[src/rtl/tns18_codec_if.sv]
// tns18_codec_if: bus signals between the TSV codec and its user.
//   datain  [16:0] value to transmit (0..117648)
//   tsv     [17:0] registered encoded TSV word
//   tsv_rx  [17:0] received TSV word into the decoder
//   dataout [16:0] decoded value, combinational from tsv_rx
// master: the side that supplies data and the received word.
// slave : the codec.
interface tns18_codec_if;
    logic [16:0] datain;
    logic [17:0] tsv;
    logic [17:0] tsv_rx;
    logic [16:0] dataout;

    modport master (output datain, output tsv_rx, input tsv, input dataout);
    modport slave  (input datain, input tsv_rx, output tsv, output dataout);
endinterface

[src/rtl/tns18_codec.sv]
// tns18_codec: transition-constrained codec for an 18-TSV link.
// The 17-bit value is split into six radix-7 digits, and each digit is
// mapped onto one 3-wire group. Digit 6 has two codewords, and the choice
// depends on the group's currently driven g2. This guarantees that
// (g0,g1,g2)=(0,0,1) never follows g2=0 and (1,1,0) never follows g2=1.
// Ports:
//   clock   rising-edge clock for the encoder output register
//   rst_n   asynchronous active-low reset (clears tsv)
//   bus     tns18_codec_if.slave: datain, tsv, tsv_rx, dataout

// Per-group codeword logic. Bit order is {g2,g1,g0}, matching tsv[3j+2:3j].
module tns18_grp (
    input  logic [2:0] digit,
    input  logic       prev_g2,
    output logic [2:0] cw,
    input  logic [2:0] rx,
    output logic [2:0] rdig
);
    always_comb begin
        cw = 3'b000;
        unique case (digit)
            3'd0:    cw = 3'b000;
            3'd1:    cw = 3'b010;
            3'd2:    cw = 3'b110;
            3'd3:    cw = 3'b001;
            3'd4:    cw = 3'b101;
            3'd5:    cw = 3'b111;
            // digit 6: choose the codeword that keeps the wire constraint
            default: cw = prev_g2 ? 3'b100 : 3'b011;
        endcase
    end

    always_comb begin
        rdig = 3'd6;
        unique case (rx)
            3'b000:  rdig = 3'd0;
            3'b010:  rdig = 3'd1;
            3'b110:  rdig = 3'd2;
            3'b001:  rdig = 3'd3;
            3'b101:  rdig = 3'd4;
            3'b111:  rdig = 3'd5;
            default: rdig = 3'd6;   // 3'b011 and 3'b100 are both digit 6
        endcase
    end
endmodule

module tns18_codec (
    input  logic          clock,
    input  logic          rst_n,
    tns18_codec_if.slave  bus
);
    localparam int DATA_W    = 17;
    localparam int TSV_W     = 18;
    localparam int GROUPS    = 6;
    localparam int RADIX     = 7;
    localparam int VALID_MAX = 117648;

    logic [GROUPS:0][DATA_W-1:0] quo;
    logic [GROUPS-1:0][2:0]      dig;
    logic [GROUPS-1:0][2:0]      cw;
    logic [GROUPS-1:0][2:0]      rdig;
    logic [TSV_W-1:0]            tsv_q;
    logic [DATA_W-1:0]           acc;
    logic                        in_range;

    // Digit extraction: a div/mod-by-constant chain from the least
    // significant digit upward.
    always_comb begin
        quo    = '0;
        dig    = '0;
        quo[0] = bus.datain;
        for (int j = 0; j < GROUPS; j++) begin
            dig[j]   = 3'(quo[j] % DATA_W'(RADIX));
            quo[j+1] = quo[j] / DATA_W'(RADIX);
        end
    end

    genvar g;
    generate
        for (g = 0; g < GROUPS; g++) begin : g_grp
            tns18_grp u_grp (
                .digit   (dig[g]),
                .prev_g2 (tsv_q[3*g+2]),
                .cw      (cw[g]),
                .rx      (bus.tsv_rx[3*g +: 3]),
                .rdig    (rdig[g])
            );
        end
    endgenerate

    assign in_range = (bus.datain <= DATA_W'(VALID_MAX));

    // The registered g2 bits are the only codec state. Out-of-range
    // input holds the line, so that state also stays unchanged.
    always_ff @(posedge clock or negedge rst_n) begin
        if (!rst_n)        tsv_q <= '0;
        else if (in_range) tsv_q <= cw;
    end

    assign bus.tsv = tsv_q;

    // Decoder uses Horner evaluation from the most significant group. The
    // result is at most 7^6-1, so no intermediate value overflows 17 bits.
    always_comb begin
        acc = '0;
        for (int j = GROUPS - 1; j >= 0; j--) begin
            acc = acc * DATA_W'(RADIX) + DATA_W'(rdig[j]);
        end
    end

    assign bus.dataout = acc;
endmodule

[src/flat_wrapper.sv]
// flat-port wrapper written by rule: the top's interface ports become plain ports
module tns18_codec_flat 
  (clock, rst_n, bus_datain, bus_tsv_rx, bus_tsv, bus_dataout);
  tns18_codec_if bus_i ();
  input  logic clock;
  input  logic rst_n;
  input wire logic [$bits(bus_i.datain)-1:0] bus_datain;
  input wire logic [$bits(bus_i.tsv_rx)-1:0] bus_tsv_rx;
  output wire logic [$bits(bus_i.tsv)-1:0] bus_tsv;
  output wire logic [$bits(bus_i.dataout)-1:0] bus_dataout;
  assign bus_i.datain = bus_datain;
  assign bus_i.tsv_rx = bus_tsv_rx;
  assign bus_tsv = bus_i.tsv;
  assign bus_dataout = bus_i.dataout;
  tns18_codec u_core (.clock(clock), .rst_n(rst_n), .bus(bus_i));
endmodule
[config.mk]
export PLATFORM = sky130hd
export DESIGN_NAME = tns18_codec_flat
export DESIGN_NICKNAME = d
export VERILOG_FILES = /design/src/rtl/tns18_codec_if.sv /design/src/rtl/tns18_codec.sv /design/src/flat_wrapper.sv
export SDC_FILE = /design/constraint.sdc
export NUM_CORES = 1
export LEC_CHECK = 0
export ABC_AREA = 1
export ABC_CLOCK_PERIOD_IN_PS = 15100
export BUFFER_PORTS_ARGS = -buffer_cell sky130_fd_sc_hd__clkbuf_2
export CELL_PAD_IN_SITES_DETAIL_PLACEMENT = 1
export CELL_PAD_IN_SITES_GLOBAL_PLACEMENT = 2
export CORE_MARGIN = 8
export CORE_UTILIZATION = 36
export CTS_BUF_LIST = sky130_fd_sc_hd__clkbuf_4 sky130_fd_sc_hd__clkbuf_8
export CTS_CLUSTER_DIAMETER = 50
export DETAILED_ROUTE_END_ITERATION = 8
export PLACE_DENSITY_LB_ADDON = 0.1
export SYNTH_ARGS = -nofsm -noshare
export SYNTH_HDL_FRONTEND = slang
export SYNTH_SLANG_ARGS = --single-unit
[constraint.sdc]
create_clock -name clock -period 15.1 [get_ports clock]
set_clock_uncertainty 0.1 [all_clocks]
set_input_delay 1.51 -clock clock [delete_from_list [all_inputs] [get_ports clock]]
set_output_delay 1.51 -clock clock [all_outputs]
set_load 0.02 [all_outputs]
; ---- Word level (Yosys, flattened, before mapping)
; Cells that the tools add are included.
[totals]
register_bits = 18
output_inout_bits = 35
wordCells = 113
input_bits = 37
[op_classes]
addsub = 5
order_cmp = 1
n_reduce_logical = 12
muxes = 18
n_mul = 5
n_div = 11
eq_ne = 60
[ops]
columns = operator, count
row1 = $pmux W3 S6, 12
row2 = $mod A17 B3 Y17 const B, 6
row3 = $eq A3 B3 Y1 const B, 30
row4 = $add A17 B3 Y17, 5
row5 = $div A17 B3 Y17 const B, 5
row6 = $mul A17 B3 Y17 const B, 4
row7 = $eq A3 B2 Y1 const B, 18
row8 = $eq A3 B1 Y1 const B, 12
row9 = $logic_not A3 Y1, 12
row10 = $mux W3, 6
row11 = $le A17 B17 Y1 const B, 1
row12 = $mul A3 B3 Y6 const B, 1

; ---- Logic depth before layout (Yosys ltp)
; Gate-level depths: netlist (run 1).
[logic_depth]
ltp_word = 12
depth_mapped = 118
mapped_depth_nobuf = 117

; ---- Hierarchy
; A second synthesis (run 1) with hierarchy kept.
[hier_totals]
hier_cells = 1445
hier_area_um2 = 10214.8
[by_module_without_submodules]
columns = module, n_inst, cells_per_inst, seq_area_each_um2, area_each_um2
row1 = tns18_codec, 1, 1301, 450.4, 9531.6
row2 = tns18_grp, 6, 24, 0.0, 113.9

; ---- Least setup slack after synthesis (run 1)
; OpenSTA, ideal clock, no wires.
[synth_timing]
path_type = input-to-output
from = in bus_tsv_rx[15]
to = out bus_dataout[16]
path_stages = 41
t_required_ns = 13.490
setup_slack_ns = 1.680
path_buffers = 0
arrival_time_ns = 11.810
cell_sequence = inv_1 > o21ai_0 > nor2_1 > a21oi_1 > fa_1 > ha_1 > ha_1 > xnor2_1 > fa_1 > fa_1 > fa_1 > fa_1 > fa_1 > fa_1 > fa_1 > fa_1 > fa_1 > nand3b_1 > [... 5 more ...] > fa_1 > inv_1 > ha_1 > ha_1 > inv_1 > o21bai_1 > a21oi_1 > inv_1 > a21oi_1 > o21bai_1 > a21o_1 > a21oi_1 > o21bai_1 > nand2_1 > nand2_1 > a21oi_1 > xor2_1 > xor2_1
[synth_via]
elab_chain_len = 12
elab_cells_between_ends = 17
classes_between = add/sub: 5 / mul: 5 / eq/ne: 5 / mux: 1 / reduce/logical: 1
[synth_rtl]
columns = element, line_no
row1 = from (decl), flat_wrapper.sv:8  ; input wire logic [$bits(bus_i.tsv_rx)-1:0] bus_tsv_rx;
row2 = $eq A3 B3 Y1 (tied with other cells), tns18_codec.sv:35  ; unique case (rx)
row3 = $pmux W3 S6 (*), tns18_codec.sv:35
row4 = $mul A3 B3 Y6 (*), tns18_codec.sv:107  ; acc = acc * DATA_W'(RADIX) + DATA_W'(rdig[j]);
row5 = $add A17 B3 Y17 (*), tns18_codec.sv:107
row6 = $mul A17 B3 Y17 (*), tns18_codec.sv:107
row7 = $add A17 B3 Y17 (*), tns18_codec.sv:107
row8 = $mul A17 B3 Y17 (*), tns18_codec.sv:107
row9 = $add A17 B3 Y17 (*), tns18_codec.sv:107
row10 = $mul A17 B3 Y17 (*), tns18_codec.sv:107
row11 = $add A17 B3 Y17 (*), tns18_codec.sv:107
row12 = $mul A17 B3 Y17 (*), tns18_codec.sv:107
row13 = $add A17 B3 Y17 (*), tns18_codec.sv:107
row14 = to (decl), flat_wrapper.sv:10  ; output wire logic [$bits(bus_i.dataout)-1:0] bus_dataout;
; Mark *: on every way between the ends. The rest lies on a longest branch, timed or not.

; ---- Final worst setup path (run 1)
[layout_timing]
from = in bus_tsv_rx[17]
to = out bus_dataout[16]
; The elaborated chain is that of the path after synthesis.

==> run metrics, run 1 <==
crit path kind in2out; CP bufs+invs 9; Worst Tran Pin Value 0.8694 ns; CTS H-Tree Depth 1; GPL Wtd Cong 0.7330; initial antenna violation count 0; hpwl dp 19260 um; vias per cell 4.713; post-cts sizing count 0; nature of the critical path endpoint output port; global route total overflow 0; endpoints failing hold 0; Die Width 179.9 um; commonest cells after routing, fill and taps aside nand2_1 (328), inv_1 (274), ha_1 (138); number of global-route vias before repair 9134; Synth Area in XOR/XNOR 0.06776; Post-Synthesis Cells 1475; largest net degree at the start of global routing 23; Compound-Gate Fraction of Synth Area 0.1182; placed inst area 0.01040 mm^2; RSZ-0062 raised after global routing yes; multiplexer area fraction after synthesis 0.002198; status complete, no violations; CTS sink cnt 18; core box area 0.02665 mm^2; first-pass GRT wire length 39010 um; TritonCTS Buffers 3; commonest non-fill, non-tap cell in the layout nand2_1; # hold bufs at CTS 0; Final min period 14.18 ns; Seq/Total Area, Yosys 0.04655; IO buf count 71; Worst Path Arrival 12.57 ns; Synth Area in Simple Gates 0.3486; Max Root-Sink Buffers 2; Slew Limit Fails 0; Die ar. 0.03238 mm^2; Root Driver clkbuf_8; reg2reg path depth 5; Starting Density 0.3631; # nets final 1772; Multi-input gate area 0.008039 mm^2; Final setup viols 0; syn avg cell area 6.560 um^2; critical path required time 13.49 ns; CTS tree built; DR pass1 iterations 4; Synth Register Bits 18; Async SR Flop Fraction 1.000; synthesized cell area 0.009676 mm^2; CP max stage cell fa_1; Clock Latency Late Sink 0.25 ns; worst rel slew slack 0.4190; post-synth cell types 53; Post-route DRC 0; post-layout instance area 0.01048 mm^2; critical path startpoint category input port; io pins 72; FF+latch area 450.4 um^2; FP Rows 60; top_reg_cell synth dfrtp_1; First DRT Iteration DRCs 200; largest family of logic cells by synthesized area simple AND/OR/NAND/NOR gates; CP Depth 51; Reg clk slew, reported paths 0.07 ns; fraction of layout cells with a size suffix above 1 0.1550; Adder-Cell Fraction of Synth Area 0.2902; Post-CTS Setup Inserts 0; max incr delay on CP 0.54 ns; Tcrit/Tclk final 0.9391; Max Cap Viol 0; Area growth, synth to finish 8.302%; synth warn 0; wire per inst 11.16 um; Post-Route Setup TNS 0 ns; drt total wl 21010 um; fmax 0.07052 GHz; DR vias 8875; WHS Path Cells 2; die height 179.9 um; number of flops mapped to enable cells by yosys 0; Hold Path Class reg2reg; Crit path top cell by count ha_1; fillcell total 3561; # diodes 0; Overall Global Routing Usage 0.1314; worst-path fanout max 4; Antenna Violating Nets Remaining 0; critical path's top delay family adder cells
==> cell families (layout without fill, tap and decap cells) <==
kind of cell	count (synthesis)	in the layout
flip-flops	18	18
other	1	3
AO/OA/AOI/OAI	198	198
AND/OR/NAND/NOR	673	673
XOR/XNOR	74	74
buffers and inverters	317	382
multiplexers	2	2
adder cells (fa/ha/maj)	192	192
==> routing by layer <==
metal / share of wire / vias up / GRT usage
met5: 0 / - / 0
met2: 0.46 / 44 / 0.2358
met1: 0.53 / 4025 / 0.1791
li1: - / 4804 / -
met3: 0.010 / 2 / 0.007661
met4: 0.0013 / 0 / 0.005002
==> synthesized netlist by cell type, types with 3 or more instances <==
library cell,count,area [um^2]
nand2_1,328,1231
inv_1,274,1028
ha_1,138,1727
nand3_1,114,570.6
a21oi_1,87,435.4
nor2_1,82,307.8
xor2_1,59,516.8
fa_1,54,1081
nand2_2,52,325.3
o21ai_0,40,200.2
inv_2,32,120.1
dfrtp_1,18,450.4
o21bai_1,18,135.1
o21ai_1,16,80.08
nor2_2,15,93.84
xnor2_1,14,122.6
nand2_4,13,146.4
nand4_1,12,75.07
a31oi_1,11,68.82
nand3b_1,11,82.58
nand3_2,9,90.09
nand3_4,8,140.1
o21ai_2,8,70.07
nor2_4,7,78.83
a21o_1,6,45.04
buf_4,6,45.04
and2_1,4,25.02
nand4_4,3,63.81
nor2_8,3,60.06
nor3_1,3,15.01
nor4_1,3,18.77
o21a_1,3,22.52
==> worst register-to-register path: cells and delay by family, from the launching register on <==
kind / cells / cell delay, ns
flops: 1 / 0.38
simple gates: 3 / 0.26
compound gates: 1 / 0.13
buf+inv: 1 / 0.07
==> worst paths after layout <==
path                                     from                    endpoint  slack, ns
max                            bus_tsv_rx[17]             bus_dataout[16]       0.92
min                        u_core.bus.tsv[15]          u_core.bus.tsv[15]       0.38
max reg2reg                         flip-flop          u_core.bus.tsv[12]      14.10
min reg2reg                u_core.bus.tsv[15]          u_core.bus.tsv[15]       0.38
max in group asynchronous               rst_n  asynchronous set/reset pin      13.49
min in group asynchronous               rst_n          u_core.bus.tsv[12]       1.09
==> final cells by class <==
cell class,count,area share
clock buffers,4,0.005254
inverters,307,0.1100
multi-input cells,1142,0.7672
flip-flops and latches,18,0.04299
well taps,341,0.04072
repair buffers,71,0.03391
==> per-stage QoR <==
| step | setup WS [ns] | util | hold WS, ns | cells |
|---|---|---|---|---|
| 3_5_place_dp | 0.7268 | 0.3901 | 0.3661 | 1879 |
| 5_1_grt | -0.01760 | 0.3932 | 0.3975 | 1883 |
| 6_report | 0.9197 | 0.3932 | 0.3791 | 1883 |
| 2_1_floorplan | 1.680 | - | 0.3735 | 1477 |
| 4_1_cts | 0.7045 | 0.3922 | 0.3853 | 1883 |
| 3_3_place_gp | 1.039 | 0.3901 | 0.3624 | 1879 |
Power of run 1 is left out: the tool's default activity adds up to more than one toggle a clock period on the data nets, which glitch-free logic cannot reach.
==> run 2, diff against run 1 <==
Settings changed: ABC_CLOCK_PERIOD_IN_PS 15100 to 12600, CORE_UTILIZATION 36 to 32.
Clock period 15.1 ns to 12.6 ns, I/O delays scaled along.
==> run 2 against run 1 <==
Effect of this change: the flow now finishes with violations (setup timing); cell area is 49% higher; sequential cell count did not move; critical path depth decreased by 9; register-to-register slack got worse by 2.5 ns; die area is 11% higher; via count grew 20%; core utilization rose by 13 points; highest routed layer unchanged; count of clock-buffer cells in the layout down 1.
==> run metrics, run 2 (same netlist as run 1, synthesis figures left out) <==
fmax 0.07700 GHz; commonest cells after routing, fill and taps aside buf_4 (359), nand2_1 (264), inv_1 (239); critical path startpoint category input port; failing checks setup timing; Worst Path Arrival 11.63 ns (-0.94 ns); vias per cell 4.645 (-1.4%); placed inst area 0.01269 mm^2 (+22%); CTS H-Tree Depth 1 (unchanged); first-pass GRT wire length 45910 um (+18%); Post-Route Setup TNS -0.3870 ns (-0.3870 ns); core box area 0.02972 mm^2 (+12%); IO buf count 71 (unchanged); number of global-route vias before repair 10817 (+18%); CTS sink cnt 18 (unchanged); # nets final 2142 (+21%); post-layout instance area 0.01565 mm^2 (+49%); fraction of layout cells with a size suffix above 1 0.4861 (+0.3311); CTS tree built; status finished, violations left; DR pass1 iterations 4 (unchanged); io pins 72 (unchanged); Place WS -0.7401 ns (-1.467 ns); Max Root-Sink Buffers 2 (unchanged); fin util 0.5266 (+0.1334); # hold bufs at CTS 0 (unchanged); Antenna Violating Nets Remaining 0 (unchanged); Max Cap Viol 0 (unchanged); nature of the critical path endpoint output port; DR vias 10688 (+20%); First DRT Iteration DRCs 169 (-16%); worst-path fanout max 4 (unchanged); endpoints failing hold 0 (unchanged); Slew Limit Fails 0 (unchanged); GPL Wtd Cong 0.7669 (+4.6%); drt total wl 30820 um (+47%); Die ar. 0.03606 mm^2 (+11%); Die Width 189.9 um (+5.5%); commonest non-fill, non-tap cell in the layout buf_4; max incr delay on CP 0.59 ns (+0.05 ns); Clock Latency Late Sink 0.25 ns (about the same); FP Rows 63 (+5.0%); Overall Global Routing Usage 0.1415 (+0.01011); Final min period 12.99 ns; # diodes 0 (unchanged); Final setup viols 1 (+1); Setup crit start bus_tsv_rx[16]; largest net degree at the start of global routing 23 (unchanged); Tcrit/Tclk final 1.031; Hold Path Class reg2reg; TritonCTS Buffers 3 (unchanged); crit path kind in2out; Reg clk slew, reported paths 0.06 ns (about the same); global route total overflow 0 (unchanged); post-route setup slack -0.3870 ns (-1.307 ns); Root Driver clkbuf_8; Crit path top cell by count fa_1; critical path required time 11.24 ns (-2.25 ns); initial antenna violation count 0 (unchanged); Hold Path Origin u_core.bus.tsv[12]; die height 189.9 um (+5.5%); hpwl dp 22160 um (+15%); RSZ-0062 raised after global routing yes; CP max stage cell fa_1; fillcell total 3673 (+3.1%); wire per inst 13.39 um (+20%); Starting Density 0.3256 (-0.03747); Area growth, synth to finish 61.74%; Post-route DRC 0 (unchanged)
run 2: metrics by stage:
stage,std cells,hold WS (ns)
floorplan,1477,0.3735
detailed placement,2218,0.3736
finish,2301,0.3884
global placement,2218,0.3624
CTS,2237,0.3917
global route,2301,0.4097
run 2: critical path, delay by kind of cell:
kind / cells / cell delay (ns)
compound gates: 14 / 1.90
buf+inv: 6 / 0.63
fa+ha+maj: 15 / 6.89
xor+xnor: 3 / 0.62
simple gates: 4 / 0.30
run 2: repair_timing:
action                                  4_1_cts  5_1_grt
gates resized for setup                     107      338
pin swaps                                    64      211
gates cloned                                  0        0
buffers inserted                             16       66
endpoints found under the setup margin        5       14
endpoints found under the hold margin         0        0
run 2: worst paths after layout:
| path | endpoint | slack, ns | cells after the start |
|---|---|---|---|
| setup / recovery | bus_dataout[16] | -0.39 | 42 |
| hold / removal | u_core.bus.tsv[12] | 0.39 | 2 |
| setup reg to reg | u_core.bus.tsv[13] | 11.62 | 4 |
| hold reg to reg | u_core.bus.tsv[12] | 0.39 | 2 |
| max in group asynchronous | asynchronous set/reset pin | 11.22 | 1 |
| min in group asynchronous | u_core.bus.tsv[4] | 0.85 | 1 |
run 2: cell type report:
type                            count  area [um^2]  share of cell area
Clock buffer                        3        41.29            0.002639
Inverter                          307         1167             0.07460
Multi-Input combinational cell   1142        10260              0.6556
Sequential cell                    18        450.4             0.02878
Tap cell                          390        488.0             0.03118
Timing Repair Buffer              441         3243              0.2072
run 2: layer usage:
| metal | share of wire | vias to the layer above | GRT usage |
|---|---|---|---|
| li1 | - | 5520 | - |
| met1 | 0.41 | 5052 | 0.1775 |
| met2 | 0.55 | 78 | 0.2735 |
| met3 | 0.016 | 38 | 0.006774 |
| met4 | 0.019 | 0 | 0.007216 |
| met5 | 0 | - | 0 |
Power of run 2 is left out for the same reason.
==> run 3, diff against run 2 <==
Settings changed: CORE_MARGIN 8 to 2.
==> run 3 against run 2 <==
Effect of this change: the flow still finishes with violations (setup timing); non-clock buffer count is 13 lower; maximum frequency decreased by 0.60%; critical path depth up 2; core utilization down 0.74 points; worst setup slack worse by 0.079 ns; first-iteration DRC count grew 16%; register-to-register slack is essentially flat; largest cell class unchanged.
==> run metrics, run 3 (same netlist as run 1, synthesis figures left out) <==
CTS tree built; Overall Global Routing Usage 0.1592 (+0.01767); die height 177.9 um (-6.3%); drt total wl 30040 um (-2.5%); worst-path fanout max 4 (unchanged); Starting Density 0.3256 (unchanged); Die ar. 0.03164 mm^2 (-12%); endpoints failing hold 0 (unchanged); TritonCTS Buffers 3 (unchanged); crit path kind in2out; Final setup viols 1 (unchanged); Die Width 177.9 um (-6.3%); Tcrit/Tclk final 1.037 (+0.006270); post-route setup slack -0.4660 ns (-0.07900 ns); Worst Tran Pin Value 0.8624 ns; fraction of layout cells with a size suffix above 1 0.4739 (-0.01220); max incr delay on CP 0.60 ns (about the same); critical path startpoint category input port; status finished, violations left; number of global-route vias before repair 10626 (-1.8%); # diodes 0 (unchanged); CP max stage cell fa_1; CTS H-Tree Depth 1 (unchanged); Hold Path Class reg2reg; Clock Latency Late Sink 0.26 ns (about the same); fmax 0.07653 GHz (-0.60%); io pins 72 (unchanged); Root Driver clkbuf_8; Worst Path Arrival 11.71 ns (+0.08 ns); vias per cell 4.629 (-0.35%); commonest non-fill, non-tap cell in the layout buf_4; Max Cap Viol 0 (unchanged); IO buf count 71 (unchanged); First DRT Iteration DRCs 196 (+16%); Antenna Violating Nets Remaining 0 (unchanged); critical path required time 11.24 ns (about the same); RSZ-0062 raised after global routing yes; largest net degree at the start of global routing 23 (unchanged); GPL Wtd Cong 0.7465 (-2.7%); FP Rows 63 (unchanged); hold slack 0.3790 ns (-0.009348 ns); Max Root-Sink Buffers 2 (unchanged); Slew Limit Fails 0 (unchanged); core box area 0.02972 mm^2 (unchanged); commonest cells after routing, fill and taps aside buf_4 (343), nand2_1 (261), inv_1 (246); DR pass1 iterations 4 (unchanged); # hold bufs at CTS 0 (unchanged); Area growth, synth to finish 59.47%; Final min period 13.07 ns (+0.07900 ns); nature of the critical path endpoint output port; CTS sink cnt 18 (unchanged); Reg clk slew, reported paths 0.07 ns (about the same); Post-route DRC 0 (unchanged); failing checks setup timing; first-pass GRT wire length 44340 um (-3.4%); wire per inst 13.13 um (-2.0%); worst rel slew slack 0.4237; hpwl dp 21520 um (-2.9%); Crit path top cell by count fa_1; # nets final 2129 (-0.61%); initial antenna violation count 0 (unchanged); global route total overflow 0 (unchanged); DR vias 10595 (-0.87%)
## run 3: layout make-up
| type | count | area (um^2) |
|---|---|---|
| multi-input cells | 1142 | 10110 |
| well taps | 390 | 488.0 |
| fillers | 3712 | 14290 |
| inverters | 307 | 1167 |
| flip-flops and latches | 18 | 450.4 |
| repair buffers | 428 | 3154 |
| clock buffers | 4 | 55.05 |
## run 3: critical path, delay by kind of cell
family / cells / cell delay (ns)
adder cells (fa/ha/maj): 15 / 6.55
buffers and inverters: 7 / 0.78
XOR/XNOR: 4 / 0.75
AO/OA/AOI/OAI: 13 / 1.94
AND/OR/NAND/NOR: 5 / 0.44
## run 3: stage by stage
step,cells,instance area [um^2],setup slack [ns],util,TNS [ns]
after global routing,2289,15430,-0.7659,0.5192,-3.349
after CTS,2229,13250,-0.3353,0.4459,-0.3479
after floorplan,1477,9738,0.001110,-,0
after global placement,2212,12650,-0.4549,0.4255,-0.6150
after detailed placement,2212,12650,-0.8042,0.4255,-2.650
final,2289,15430,-0.4660,0.5192,-0.4660
## run 3: path summary, 6_finish.rpt
check / from / to / slack [ns] / cells after the start
setup / recovery: bus_tsv_rx[16] / bus_dataout[16] / -0.47 / 44
hold / removal: u_core.bus.tsv[15] / u_core.bus.tsv[15] / 0.38 / 2
setup reg to reg: flip-flop / u_core.bus.tsv[13] / 11.61 / 4
hold reg to reg: u_core.bus.tsv[15] / u_core.bus.tsv[15] / 0.38 / 2
max in group asynchronous: rst_n / u_core.bus.tsv[6] / 11.25 / 1
min in group asynchronous: rst_n / u_core.bus.tsv[10] / 0.84 / 1
## run 3: what timing repair did
item / CTS / global route
setup buffers: 13 / 60
hold endpoints to repair: 0 / 0
pin swaps: 51 / 217
resized for setup: 76 / 352
cloned: 0 / 0
setup endpoints to repair: 6 / 14
## run 3: routing by layer
metal  part of all wire  GRT usage
met1               0.43     0.2027
met2               0.54     0.3056
met3              0.013   0.008355
met4              0.013    0.01059
met5                  0          0
Power of run 3 is left out for the same reason.
